`src/rtl/fp_types.sv`:
```
// Shared FP sign-injection types and encodings.
package fp_types;

  localparam logic [1:0] FP_FMT_S   = 2'd0;
  localparam logic [1:0] FP_FMT_D   = 2'd1;
  localparam logic [2:0] SGNJ_RM_J  = 3'd0;
  localparam logic [2:0] SGNJ_RM_JN = 3'd1;
  localparam logic [2:0] SGNJ_RM_JX = 3'd2;

  typedef struct packed {
    logic [63:0] data1;
    logic [63:0] data2;
    logic [1:0]  fmt;
    logic [2:0]  rm;
  } fp_sgnj_in_type;

  typedef struct packed {
    logic [63:0] result;
    logic        illegal;
  } fp_sgnj_out_type;

endpackage

```
`src/rtl/fp_sgnj.sv`:
```
// Combinational sign injection: magnitude from data1, sign derived from data2 per rm.
module fp_sgnj
  import fp_types::*;
(
  input  fp_sgnj_in_type  sgnj_i,
  output fp_sgnj_out_type sgnj_o
);

  logic s1, s2, sgn;

  always_comb begin
    sgnj_o  = '0;
    s1      = (sgnj_i.fmt == FP_FMT_D) ? sgnj_i.data1[63] : sgnj_i.data1[31];
    s2      = (sgnj_i.fmt == FP_FMT_D) ? sgnj_i.data2[63] : sgnj_i.data2[31];
    case (sgnj_i.rm)
      SGNJ_RM_JN: sgn = ~s2;
      SGNJ_RM_JX: sgn = s1 ^ s2;
      default:    sgn = s2;
    endcase
    sgnj_o.illegal = (sgnj_i.fmt > FP_FMT_D) || (sgnj_i.rm > SGNJ_RM_JX);
    if (!sgnj_o.illegal) begin
      if (sgnj_i.fmt == FP_FMT_D) sgnj_o.result = {sgn, sgnj_i.data1[62:0]};
      else                        sgnj_o.result = {32'b0, sgn, sgnj_i.data1[30:0]};
    end
  end

endmodule

```
`src/rtl/fp_sgnj_arbiter.sv`:
```
// Round-robin share of one fp_sgnj datapath across NUM_REQ ports, single registered result stage.
module fp_sgnj_arbiter
  import fp_types::*;
#(
  parameter  int NUM_REQ = 2,
  parameter  int TAG_W   = 4,
  parameter  int CNT_W   = 16,
  localparam int SRC_W   = (NUM_REQ > 1) ? $clog2(NUM_REQ) : 1
) (
  input  logic                             clk,
  input  logic                             rst_n,
  input  logic [NUM_REQ-1:0]               req_valid_i,
  output logic [NUM_REQ-1:0]               req_ready_o,
  input  logic [NUM_REQ-1:0][63:0]         req_data1_i,
  input  logic [NUM_REQ-1:0][63:0]         req_data2_i,
  input  logic [NUM_REQ-1:0][1:0]          req_fmt_i,
  input  logic [NUM_REQ-1:0][2:0]          req_rm_i,
  input  logic [NUM_REQ-1:0][TAG_W-1:0]    req_tag_i,
  output logic                             resp_valid_o,
  input  logic                             resp_ready_i,
  output logic [63:0]                      resp_result_o,
  output logic [TAG_W-1:0]                 resp_tag_o,
  output logic [SRC_W-1:0]                 resp_src_o,
  output logic                             resp_illegal_o,
  output logic [CNT_W-1:0]                 op_cnt_o
);

  // Returns {found, idx}: first valid port at or after p, wrapping.
  function automatic logic [SRC_W:0] rr_pick(input logic [NUM_REQ-1:0] v,
                                             input logic [SRC_W-1:0]   p);
    logic             found;
    logic [SRC_W-1:0] idx;
    logic [SRC_W-1:0] ki;
    found = 1'b0;
    idx   = '0;
    for (int i = 0; i < NUM_REQ; i++) begin
      ki = SRC_W'((int'(p) + i) % NUM_REQ);
      if (!found && v[ki]) begin
        found = 1'b1;
        idx   = ki;
      end
    end
    return {found, idx};
  endfunction

  logic             vld_q, vld_d;
  logic [63:0]      res_q, res_d;
  logic [TAG_W-1:0] tag_q, tag_d;
  logic [SRC_W-1:0] src_q, src_d;
  logic             ill_q, ill_d;
  logic [CNT_W-1:0] cnt_q, cnt_d;
  logic [SRC_W-1:0] ptr_q, ptr_d;

  logic             can_accept, grant;
  logic [SRC_W-1:0] gidx;
  logic [SRC_W:0]   pick;
  fp_sgnj_in_type   sgnj_in;
  fp_sgnj_out_type  sgnj_out;

  always_comb begin
    can_accept  = !vld_q || resp_ready_i;
    pick        = rr_pick(req_valid_i, ptr_q);
    grant       = can_accept && pick[SRC_W];
    gidx        = pick[SRC_W-1:0];
    req_ready_o = '0;
    if (grant) req_ready_o[gidx] = 1'b1;
    sgnj_in.data1 = req_data1_i[gidx];
    sgnj_in.data2 = req_data2_i[gidx];
    sgnj_in.fmt   = req_fmt_i[gidx];
    sgnj_in.rm    = req_rm_i[gidx];
  end

  fp_sgnj u_sgnj (
    .sgnj_i (sgnj_in),
    .sgnj_o (sgnj_out)
  );

  always_comb begin
    vld_d = vld_q;
    res_d = res_q;
    tag_d = tag_q;
    src_d = src_q;
    ill_d = ill_q;
    cnt_d = cnt_q;
    ptr_d = ptr_q;
    if (grant) begin
      vld_d = 1'b1;
      res_d = sgnj_out.result;
      tag_d = req_tag_i[gidx];
      src_d = gidx;
      ill_d = sgnj_out.illegal;
      cnt_d = cnt_q + 1'b1;
      ptr_d = (int'(gidx) == NUM_REQ - 1) ? '0 : gidx + 1'b1;
    end else if (resp_ready_i) begin
      vld_d = 1'b0;
    end
  end

  always_ff @(posedge clk or negedge rst_n) begin
    if (!rst_n) begin
      vld_q <= 1'b0;
      res_q <= '0;
      tag_q <= '0;
      src_q <= '0;
      ill_q <= 1'b0;
      cnt_q <= '0;
      ptr_q <= '0;
    end else begin
      vld_q <= vld_d;
      res_q <= res_d;
      tag_q <= tag_d;
      src_q <= src_d;
      ill_q <= ill_d;
      cnt_q <= cnt_d;
      ptr_q <= ptr_d;
    end
  end

  assign resp_valid_o   = vld_q;
  assign resp_result_o  = res_q;
  assign resp_tag_o     = tag_q;
  assign resp_src_o     = src_q;
  assign resp_illegal_o = ill_q;
  assign op_cnt_o       = cnt_q;

endmodule

```
`config.mk`:
```
export PLATFORM = sky130hd
export DESIGN_NAME = fp_sgnj_arbiter
export DESIGN_NICKNAME = d
export VERILOG_FILES = /design/src/rtl/fp_types.sv /design/src/rtl/fp_sgnj.sv /design/src/rtl/fp_sgnj_arbiter.sv
export SDC_FILE = /design/constraint.sdc
export NUM_CORES = 1
export LEC_CHECK = 0
export BUFFER_PORTS_ARGS = -buffer_cell sky130_fd_sc_hd__buf_2
export CAP_MARGIN = 20
export CELL_PAD_IN_SITES_DETAIL_PLACEMENT = 0
export CELL_PAD_IN_SITES_GLOBAL_PLACEMENT = 1
export CORE_AREA = 2 2 142 144
export CTS_BUF_LIST = sky130_fd_sc_hd__clkbuf_4 sky130_fd_sc_hd__clkbuf_8
export CTS_CLUSTER_DIAMETER = 60
export DETAILED_ROUTE_END_ITERATION = 6
export DIE_AREA = 0 0 144 146
export GPL_TIMING_DRIVEN = 0
export HOLD_SLACK_MARGIN = 0.1
export PLACE_DENSITY = 0.74
export SLEW_MARGIN = 10
export SYNTH_ARGS = -nofsm -noshare
export SYNTH_HDL_FRONTEND = slang
export SYNTH_SLANG_ARGS = --single-unit
```
`constraint.sdc`:
```
create_clock -name clk -period 3.1 [get_ports clk]
set_input_delay 0.31 -clock clk [delete_from_list [all_inputs] [get_ports clk]]
set_output_delay 0.31 -clock clk [all_outputs]
set_load 0.05 [all_outputs]
```
==> impl_metrics.json <==
{
  "hold_violations": 0,
  "place_area_um2": 5730,
  "ir_drop_uv": 201,
  "grt_pass1_wl_um": 21400,
  "totalWireLength_um": 14200,
  "yosys.area_share.adder_pct": 0.301,
  "crit_required_ns": 2.79,
  "p_leak_uw": 0.00325,
  "start_util_pct": 21.5,
  "cp_max_fo": 10,
  "r2r-end": "resp_result_o[34]$_DFFE_PN0P_",
  "synth_xor_area_share_pct": 3.59,
  "yosys_warnings": 0,
  "netlist_top_cells_area": "dfrtp_1 53%, mux2i_1 16%, o21ai_1 7.6%, nand2_1 7.4%, xnor2_1 3.0%",
  "min_to": "resp_tag_o[3]$_DFFE_PN0P_",
  "synth_flop_cell": "dfrtp_1",
  "p_total_uw": 3110,
  "reg2regPathDepth": 6,
  "synth_compound_gate_area_share_pct": 11.2,
  "std_cell_rows": 51,
  "grt_overflow": 0,
  "hpwl_um": 11300,
  "fin_skew_ns": 0.0140,
  "startpoint_type": "flip-flop",
  "synthTopCellsByCount": "88 x dfrtp_1, 82 x nand2_1, 67 x mux2i_1",
  "grt_pass1_vias": 3791,
  "p_per_area_nw_per_um2": 525,
  "worstHoldStart": "req_tag_i[7]",
  "post-route-util_pct": 30.6,
  "vias": 3818,
  "relSlewSlack_pct": 56.6,
  "cp.arrival_ns": 1.99,
  "areaGrowthSynthToFinish_pct": 42.8,
  "drc_errors": 0,
  "synthSimpleGateAreaFrac_pct": 12.8,
  "maxCapViolCount": 0,
  "cp-end-kind": "output port",
  "cts_buffers": 9,
  "hold_class": "input pin to flip-flop",
  "wl_per_cell_um": 15.3,
  "design.core.area_um2": 19300,
  "syn_area_um2": 4150,
  "syn_area_per_cell_um2": 10.4,
  "syn-num-nets": 680,
  "num-nets-final": 936,
  "grt_setup_unrepaired": "no",
  "status": "completed",
  "clkSinkCount": 88,
  "dieHeight_um": 146,
  "fin_area_um2": 5930,
  "clockBufferDepth": 2,
  "async_flop_share_pct": 100,
  "r2r_setup_slack_ns": 1.06,
  "synth-seq-cells": 88,
  "clk-insertion-delay-late_ns": 0.37,
  "place_congestion": 0.749,
  "die_x_um": 144,
  "antenna_left": 0,
  "synth_edf_count": 0,
  "antenna_found_initial": 5,
  "synth_top_area_share_pct": 53.1,
  "synth_cell_type_count": 37,
  "synthCells": 400,
  "tritoncts": "done",
  "via_per_inst": 4.11,
  "synth_area_leader_cell": "dfrtp_1",
  "maxSlewViolCount": 0,
  "synth-seq-area-share_pct": 53.1,
  "synthMuxAreaShare_pct": 16.4,
  "worstReg2RegStart": "resp_valid_o$_DFFE_PN0P_",
  "tns_ns": 0,
  "max_freq_mhz": 435,
  "min_period_over_period_pct": 74.1,
  "dieArea_um2": 21000,
  "finalSetupViolations": 0,
  "synth_top_family_by_area": "multiplexers",
  "htreeDepth": 3,
  "fin_crit_ns": 2.30,
  "drtPass1Iterations": 4,
  "worstHoldPathCells": 3,
  "grt_max_degree": 49,
  "drtIter0Drc": 166,
  "drive_above_1_share_pct": 42.2,
  "worst_setup_hold_path_clk_slew_ns": 0.10,
  "track_usage_pct": 13.5,
  "critPathKind": "flip-flop to output port",
  "io_pins": 368,
  "clockRootBuffer": "clkbuf_8",
  "ctsResizeCount": 0,
  "post-synth-top-count-cell": "dfrtp_1",
  "worstMarginPinSlew_ns": 0.650,
  "io_buffers": 243
}
-- cells by family (layout without fill, tap and decap cells) --
group	after synthesis	count (layout)
and+or+nand+nor	119	119
adders and majority gates	1	1
muxes	68	68
DFF	88	88
other	0	2
xor gates and xnor gates	17	17
AOI/OAI and AO/OA	84	84
buffers and inverters	23	284
-- worst max path at each step --
stage	from	end	slack (ns)	cells past startpoint
2_1_floorplan	resp_valid_o$_DFFE_PN0P_	resp_tag_o[0]$_DFFE_PN0P_	1.05	5
3_3_place_gp	rst_n	resp_result_o[52]$_DFFE_PN0P_	0.78	1
3_5_place_dp	resp_ready_i	resp_result_o[34]$_DFFE_PN0P_	0.85	7
4_1_cts	ptr_q$_DFFE_PN0P_	req_ready_o[1]	0.75	4
5_1_grt	ptr_q$_DFFE_PN0P_	req_ready_o[1]	0.68	4
6_report	ptr_q$_DFFE_PN0P_	req_ready_o[1]	0.80	4
-- registers in the layout, summed over array words and instances, names as in the netlist --
name and cells:
ptr_q 1, resp_src_o 1, resp_tag_o 4, op_cnt_o 16
resp_illegal_o 1, resp_valid_o 1, resp_result_o 64
-- power breakdown --
part / total [uW] / internal [uW] / switching (uW)
Clock: 771 / 333 / 438
Sequential: 1350 / 1260 / 94.2
Combinational: 989 / 296 / 693
Total: 3110 / 1880 / 1230
-- routing by layer --
layer / up-vias / track usage [%] / part of all wire (%)
li1: 1896 / - / -
met1: 1725 / 16.8 / 43
met2: 183 / 21.5 / 45
met3: 12 / 4.77 / 9.9
met4: 2 / 4.66 / 1.2
met5: - / 0 / 0.11
-- cells in the final DEF (no fill, tap or decap), types with 4 or more instances in the layout --
cell | netlist | layout
buf_2 | 13 | 255
dfrtp_1 | 88 | 88
nand2_1 | 82 | 82
mux2i_1 | 67 | 67
o21ai_1 | 63 | 63
xnor2_1 | 14 | 14
clkbuf_8 | 0 | 11
nor2_1 | 9 | 9
nand3_1 | 7 | 7
clkbuf_1 | 6 | 6
nand2b_1 | 5 | 5
o21ai_0 | 5 | 5
a21oi_1 | 4 | 4
a22oi_1 | 4 | 4
-- per-stage QoR --
stage | std cells | setup slack (ns) | hold WS (ns)
2_1_floorplan | 400 | 1.05 | 0.0144
3_3_place_gp | 908 | 0.779 | 0.449
3_5_place_dp | 909 | 0.851 | 0.351
4_1_cts | 926 | 0.749 | 0.133
5_1_grt | 927 | 0.678 | 0.159
6_report | 928 | 0.803 | 0.164
-- critical path, stage by stage (launching register included) --
cell,delay (ns)
dfrtp_1,0.44
o21ai_4,0.12
buf_4,0.21
nor2_1,0.46
buf_2,0.38
-- area by class of cell --
| cell class | count | area [um2] |
|---|---|---|
| Clock inverter | 5 | 31.3 |
| Timing Repair Buffer | 245 | 1260 |
| Buffer | 21 | 98.8 |
| Tap cell | 265 | 332 |
| Multi-Input combinational cell | 289 | 1840 |
| Clock buffer | 11 | 151 |
| Sequential cell | 88 | 2200 |
| Fill cell | 2067 | 13400 |
| Inverter | 2 | 7.51 |
| Antenna cell | 2 | 5.00 |
-- repair_timing --
| item | 4_1_cts | 5_1_grt |
|---|---|---|
| endpoints found under the hold margin | 40 | 0 |
| hold buffers | 1 | 0 |
| buffers inserted | 0 | 0 |
Note: power is estimated with default switching activity, not from simulation.
